File: src/rtl/mc_pkg.sv
// Shared types for the multicycle ARM control decoder: FSM states, ALU op codes, Op field values.
package mc_pkg;

    localparam int unsigned STATE_W  = 4;
    localparam int unsigned ALU_OP_W = 3;

    typedef enum logic [STATE_W-1:0] {
        FETCH  = 4'd0,
        DECODE = 4'd1,
        MEMADR = 4'd2,
        MEMRD  = 4'd3,
        MEMWB  = 4'd4,
        MEMWR  = 4'd5,
        EXECR  = 4'd6,
        EXECI  = 4'd7,
        ALUWB  = 4'd8,
        BRANCH = 4'd9,
        MULX   = 4'd10
    } state_t;

    typedef enum logic [ALU_OP_W-1:0] {
        ALU_ADD = 3'd0,
        ALU_SUB = 3'd1,
        ALU_AND = 3'd2,
        ALU_ORR = 3'd3,
        ALU_EOR = 3'd4,
        ALU_MUL = 3'd5
    } alu_op_t;

    localparam logic [1:0] OP_DP  = 2'b00;
    localparam logic [1:0] OP_MEM = 2'b01;
    localparam logic [1:0] OP_BR  = 2'b10;

endpackage

File: src/rtl/mc_decode_alu_dec.sv
// Data-processing command decoder: maps Funct[4:1] to an ALU op and flag-write enables.
module alu_dec
    import mc_pkg::*;
(
    input  logic [4:0]          Funct,
    input  logic                active,
    output alu_op_t             ALUControl,
    output logic [1:0]          FlagW,
    output logic                NoWrite,
    output logic                Illegal
);

    alu_op_t op;
    logic    legal;
    logic    cmp;

    always_comb begin
        op    = ALU_ADD;
        legal = 1'b1;
        cmp   = 1'b0;
        case (Funct[4:1])
            4'b0100: op = ALU_ADD;
            4'b0010: op = ALU_SUB;
            4'b0000: op = ALU_AND;
            4'b1100: op = ALU_ORR;
            4'b0001: op = ALU_EOR;
            4'b1010: begin
                op  = ALU_SUB;
                cmp = 1'b1;
            end
            default: legal = 1'b0;
        endcase

        Illegal    = ~legal;
        NoWrite    = cmp;
        ALUControl = ALU_ADD;
        FlagW      = 2'b00;
        if (active && legal) begin
            ALUControl = op;
            // CMP always updates all flags; otherwise the S bit decides, C/V only for add/sub
            if (cmp) FlagW = 2'b11;
            else     FlagW = {Funct[0], Funct[0] & ((op == ALU_ADD) | (op == ALU_SUB))};
        end
    end

endmodule

File: src/rtl/mc_decode.sv
// Multicycle ARM control FSM (Moore) with ALU decode; optional multi-cycle multiply under `MUL_EN.
// Outputs are combinational from the current state plus Op/Funct/Rd.
module mc_decode
    import mc_pkg::*;
#(
    parameter int unsigned ALUCTRL_W = 3,
    parameter int unsigned MUL_LAT   = 4
) (
    input  logic                 clk,
    input  logic                 reset,
    input  logic [1:0]           Op,
    input  logic [5:0]           Funct,
    input  logic [3:0]           Rd,
    input  logic                 IsMul,
    output logic                 PCS,
    output logic                 RegW,
    output logic                 MemW,
    output logic                 NextPC,
    output logic                 IRWrite,
    output logic                 AdrSrc,
    output logic                 ALUSrcA,
    output logic [1:0]           ResultSrc,
    output logic [1:0]           ALUSrcB,
    output logic [1:0]           ImmSrc,
    output logic [1:0]           RegSrc,
    output logic [1:0]           FlagW,
    output logic [ALUCTRL_W-1:0] ALUControl,
    output logic                 Illegal,
    output logic [3:0]           State
);

    state_t     state, next_state;
    alu_op_t    dec_op;
    logic [1:0] dec_flag_w;
    logic       dec_no_write;
    logic       dec_illegal;
    logic       dec_active;
    logic       mul_route;
    logic       mul_first;
    logic       mul_done;
    logic       reg_w;
    logic       branch;
    alu_op_t    alu_op;

    always_ff @(posedge clk or posedge reset) begin
        if (reset) state <= FETCH;
        else       state <= next_state;
    end

    assign dec_active = (state == EXECR) | (state == EXECI) | (state == ALUWB);

    alu_dec u_alu_dec (
        .Funct      (Funct[4:0]),
        .active     (dec_active),
        .ALUControl (dec_op),
        .FlagW      (dec_flag_w),
        .NoWrite    (dec_no_write),
        .Illegal    (dec_illegal)
    );

`ifdef MUL_EN
    logic [3:0] mul_cnt;

    // Latency counter: loaded on DECODE->MULX, counts down to zero while in MULX
    always_ff @(posedge clk or posedge reset) begin
        if (reset)                                         mul_cnt <= 4'd0;
        else if (state == DECODE && next_state == MULX)    mul_cnt <= 4'(MUL_LAT - 1);
        else if (state == MULX && mul_cnt != 4'd0)         mul_cnt <= mul_cnt - 4'd1;
    end

    assign mul_route = IsMul;
    assign mul_first = (mul_cnt == 4'(MUL_LAT - 1));
    assign mul_done  = (mul_cnt == 4'd0);
`else
    logic [4:0] unused_mul;
    assign unused_mul = {IsMul, 4'(MUL_LAT)};
    assign mul_route  = 1'b0;
    assign mul_first  = 1'b0;
    assign mul_done   = 1'b0;
`endif

    always_comb begin
        next_state = state;
        IRWrite    = 1'b0;
        NextPC     = 1'b0;
        AdrSrc     = 1'b0;
        ALUSrcA    = 1'b0;
        ALUSrcB    = 2'b00;
        ResultSrc  = 2'b00;
        FlagW      = 2'b00;
        MemW       = 1'b0;
        Illegal    = 1'b0;
        reg_w      = 1'b0;
        branch     = 1'b0;
        alu_op     = ALU_ADD;

        case (state)
            FETCH: begin
                IRWrite    = 1'b1;
                NextPC     = 1'b1;
                ALUSrcA    = 1'b1;
                ALUSrcB    = 2'b10;
                ResultSrc  = 2'b10;
                next_state = DECODE;
            end
            DECODE: begin
                ALUSrcA   = 1'b1;
                ALUSrcB   = 2'b10;
                ResultSrc = 2'b10;
                case (Op)
                    OP_MEM: next_state = MEMADR;
                    OP_BR:  next_state = BRANCH;
                    OP_DP: begin
                        if (mul_route) next_state = MULX;
                        else if (dec_illegal) begin
                            next_state = FETCH;
                            Illegal    = 1'b1;
                        end
                        else if (Funct[5]) next_state = EXECI;
                        else               next_state = EXECR;
                    end
                    default: begin
                        next_state = FETCH;
                        Illegal    = 1'b1;
                    end
                endcase
            end
            MEMADR: begin
                ALUSrcB    = 2'b01;
                next_state = Funct[0] ? MEMRD : MEMWR;
            end
            MEMRD: begin
                AdrSrc     = 1'b1;
                next_state = MEMWB;
            end
            MEMWB: begin
                ResultSrc  = 2'b01;
                reg_w      = 1'b1;
                next_state = FETCH;
            end
            MEMWR: begin
                AdrSrc     = 1'b1;
                MemW       = 1'b1;
                next_state = FETCH;
            end
            EXECR: begin
                alu_op     = dec_op;
                FlagW      = dec_flag_w;
                next_state = ALUWB;
            end
            EXECI: begin
                ALUSrcB    = 2'b01;
                alu_op     = dec_op;
                FlagW      = dec_flag_w;
                next_state = ALUWB;
            end
            ALUWB: begin
                alu_op     = dec_op;
                reg_w      = ~dec_no_write;
                next_state = FETCH;
            end
            BRANCH: begin
                ALUSrcB    = 2'b01;
                ResultSrc  = 2'b10;
                branch     = 1'b1;
                next_state = FETCH;
            end
            MULX: begin
                alu_op = ALU_MUL;
                FlagW  = (mul_first && Funct[0]) ? 2'b10 : 2'b00;
                if (mul_done) next_state = ALUWB;
            end
            default: next_state = FETCH;
        endcase
    end

    assign RegW       = reg_w;
    assign PCS        = (reg_w & (Rd == 4'hF)) | branch;
    assign ImmSrc     = Op;
    assign RegSrc     = {Op == OP_MEM, Op == OP_BR};
    assign ALUControl = ALUCTRL_W'(alu_op);
    assign State      = state;

endmodule

File: config.mk
export PLATFORM = sky130hd
export DESIGN_NAME = mc_decode
export DESIGN_NICKNAME = d
export VERILOG_FILES = /design/src/rtl/mc_pkg.sv /design/src/rtl/mc_decode_alu_dec.sv /design/src/rtl/mc_decode.sv
export SDC_FILE = /design/constraint.sdc
export NUM_CORES = 1
export LEC_CHECK = 0
export CORE_AREA = 2 2 39 41
export DETAILED_ROUTE_END_ITERATION = 10
export DIE_AREA = 0 0 41 43
export DONT_BUFFER_PORTS = 1
export HOLD_SLACK_MARGIN = 0.12
export PLACE_DENSITY_LB_ADDON = 0.1
export SLEW_MARGIN = 20
export SYNTH_ARGS = -nofsm -noshare
export SYNTH_HDL_FRONTEND = slang
export SYNTH_SLANG_ARGS = --single-unit
File: constraint.sdc
create_clock -name clk -period 1.2 [get_ports clk]
set_input_delay 0.12 -clock clk [delete_from_list [all_inputs] [get_ports clk]]
set_output_delay 0.12 -clock clk [all_outputs]
set_load 0.02 [all_outputs]
==> flow_summary.toml <==
[global_route]
first_global_vias = 747
antenna_found_initial = 0
overflow = 0
grt_busiest_layer = "met2"
grt_start_max_net_pins = 10
grtUsageMet3_pct = 4.19
grt_usage_pct = 28.1
use_met2_pct = 50.9
grt_util_met1_pct = 30.6
grt_pass1_wl_mm = 3.39

[critical_path]
reg2reg_slack_ns = -0.13
crit_type = "register to primary output"
reg2reg_to = "State[0]$_DFFE_PP0N_"
critPathMaxFanout = 6
cp_data_required_time_ns = 1.08
crit_path_end_kind = "primary output"
r2r-start = "State[2]$_DFFE_PP0N_"
rr_worst_depth = 5
arrival_ns = 1.42
cp-start-kind = "register"

[floorplan]
rows = 14
dieArea_um2 = 1760
initial_core_util_pct = 44.9
die_h_um = 43
die_w_um = 41
core_um2 = 1380
io_pins = 40

[run_status]
violations = "negative setup slack"
outcome = "finished, violations left"

[worst_hold_path]
hp-start = "Op[1]"
hold_class = "primary input to register"
min_to = "State[1]$_DFFE_PP0N_"
hold_depth = 2

[place]
place_ws_ns = -0.0907
routabilityCongestion = 0.808
portBuffers = 0
dp_hpwl_mm = 1.48

[power]
leakage_uw = 0.000507
ir_drop_mv = 0.575
power_uw = 386
power.density_nw_per_um2 = 329

[clocking]
clock_sinks = 4
cts_tree = "done"
clk_pin_slew_ns = 0.04
clk_latency_ns = 0.23
clock-root-buffer = "clkbuf_4"
htreeDepth = 1
clock_path_buffers = 2
cts-buffers-inserted = 3

[timing]
min_period_ns = 1.54
final_hold_viol_count = 0
worst_pin_slew_ns = 0.409
period_share_pct = 128
fmax_ghz = 0.649
rsz0062_at_grt = "true"
finalSetupViolations = 19
drv_slew = 0
slew_headroom_pct = 72.7
skew_ns = 0.000575
worst_slack_ns = -0.341

[logic_synthesis]
synth_simple_gate_area_share_pct = 31.8
synth.avg_cell_area_um2 = 7.40
synth-xor-area-share_pct = 0
synth-compound-area-share_pct = 31.0
ys_warn_count = 0
syn_inst = 84
synthAdderAreaFrac_pct = 8.05
synth_top_family_by_area = "simple AND/OR/NAND/NOR gates"
synthMuxAreaShare_pct = 1.61
yosysSeqAreaShare_pct = 16.1
synthesis.area_um2 = 622
synth_nets = 103
synth_cell_type_count = 37
ys_seq_elements = 4

[final_layout]
largest_reg_flops = 4
drive_gt1_share_pct = 62.7
antenna_cells = 0
nFillCells = 83
fin_nets = 139
area_growth_pct = 88.7

[drt]
ant_nets = 0
vias_per_cell = 6.05
vias = 811
wl_per_cell_um = 19.0
drt-initial-drc-count = 26
dr.pass1.iters = 4
route.detailed.drc = 0
drt-total-wl_mm = 2.55

[run]
maxCapViolations = 0
[how the worst max path moves through the flow]
| stage | slack, ns | start | endpoint | cells after the start |
|---|---|---|---|---|
| 2_1_floorplan | -0.24 | State[3]$_DFFE_PP0N_ | NextPC | 4 |
| 3_3_place_gp | -0.08 | State[3]$_DFFE_PP0N_ | PCS | 4 |
| 3_5_place_dp | -0.09 | State[3]$_DFFE_PP0N_ | PCS | 4 |
| 4_1_cts | -0.31 | State[3]$_DFFE_PP0N_ | RegW | 3 |
| 5_1_grt | -0.39 | State[3]$_DFFE_PP0N_ | ALUControl[1] | 4 |
| 6_report | -0.34 | State[3]$_DFFE_PP0N_ | ALUControl[1] | 4 |
[metrics by stage]
stage	TNS (ns)	utilization [%]	area [um^2]	cells	hold slack, ns
floorplan	-1.46	-	777	84	-0.114
detailed placement	-0.627	68.8	952	121	-0.101
finish	-4.45	84.8	1170	134	0.167
global placement	-0.465	68.8	952	121	-0.102
CTS	-3.79	80.3	1110	130	0.123
global route	-5.25	84.8	1170	134	0.173
[layout by cell type, fill, tap and decap left out, types with 2 or more instances in the layout]
| master | netlist | layout |
|---|---|---|
| buf_4 | 4 | 23 |
| o21ai_1 | 4 | 3 |
| nand2_1 | 6 | 4 |
| dlygate4sd3_1 | 0 | 3 |
| nor2_1 | 5 | 2 |
| clkbuf_4 | 0 | 3 |
| nand3b_1 | 3 | 3 |
| inv_1 | 6 | 5 |
| inv_4 | 0 | 2 |
| nor3_2 | 0 | 2 |
| buf_6 | 0 | 10 |
| a21o_1 | 2 | 2 |
| nor2_2 | 1 | 3 |
| nor3_4 | 0 | 4 |
| a21oi_1 | 5 | 2 |
| a21oi_4 | 0 | 3 |
| ha_1 | 4 | 4 |
| dfrtp_2 | 0 | 4 |
| nand2b_1 | 4 | 3 |
[layout make-up]
type,count,area (um^2),share of cell area [%]
multi-input combinational,66,644,54.9
timing repair buffer,38,350,29.9
sequential,4,105,8.96
inverter,7,31.3,2.67
clock buffer,3,22.5,1.92
tap,16,20.0,1.71
[layer usage]
layer  share of wire, %  routed length, um
met5                  0                  0
met4                4.0                103
met3                6.4                163
met2                 56               1430
met1                 33                853
[cell families after synthesis]
family | Yosys count
and+or+nand+nor | 36
AOI/OAI and AO/OA | 25
buffers and inverters | 14
adders and majority gates | 4
DFF | 4
muxes | 1
[repair_timing]
| action | CTS | global route |
|---|---|---|
| setup endpoints to repair | 19 | 20 |
| pin swaps | 8 | 9 |
| hold endpoints to repair | 5 | 0 |
| setup buffers | 3 | 4 |
| resized for setup | 22 | 8 |
| hold buffers | 3 | 0 |
[critical path, stage by stage (launching register included)]
cell	delay, ns
dfrtp_2	0.43
nor2b_4	0.20
nand2_2	0.08
a21oi_4	0.17
nor3b_4	0.32
[power by group]
group	switching [uW]	total (uW)	internal, uW
clock network	60.5	173	112
logic	43.2	78.2	35.0
registers	0	135	135
[cell usage after synthesis (all sizes together)]
cell     n  area share, %
a311o    1            1.6
o21bai   1            1.2
a2111o   1            1.8
o21a     1            1.2
o22ai    1            1.0
and3     2            2.0
inv      7            4.2
nor2     6            4.0
nor3     6            4.8
o2bb2ai  2            2.8
nor2b    3            3.4
a211oi   2            3.2
buf      7            7.2
nand4    1            1.0
o21ai    5            4.0
a21oi    5            4.0
nand2b   4            4.0
a32o     1            1.6
nand3b   3            3.6
dfrtp    4             16
a31oi    1            1.0
a2111oi  1            2.4
a21o     2            2.4
nand2    6            3.6
ha       4            8.0
or2      1            1.0
and2b    1            1.4
o311ai   1            2.6
nor3b    1            1.2
mux2i    1            1.6
nand3    2            1.6
No activity file was read; power rests on OpenSTA's default activity.
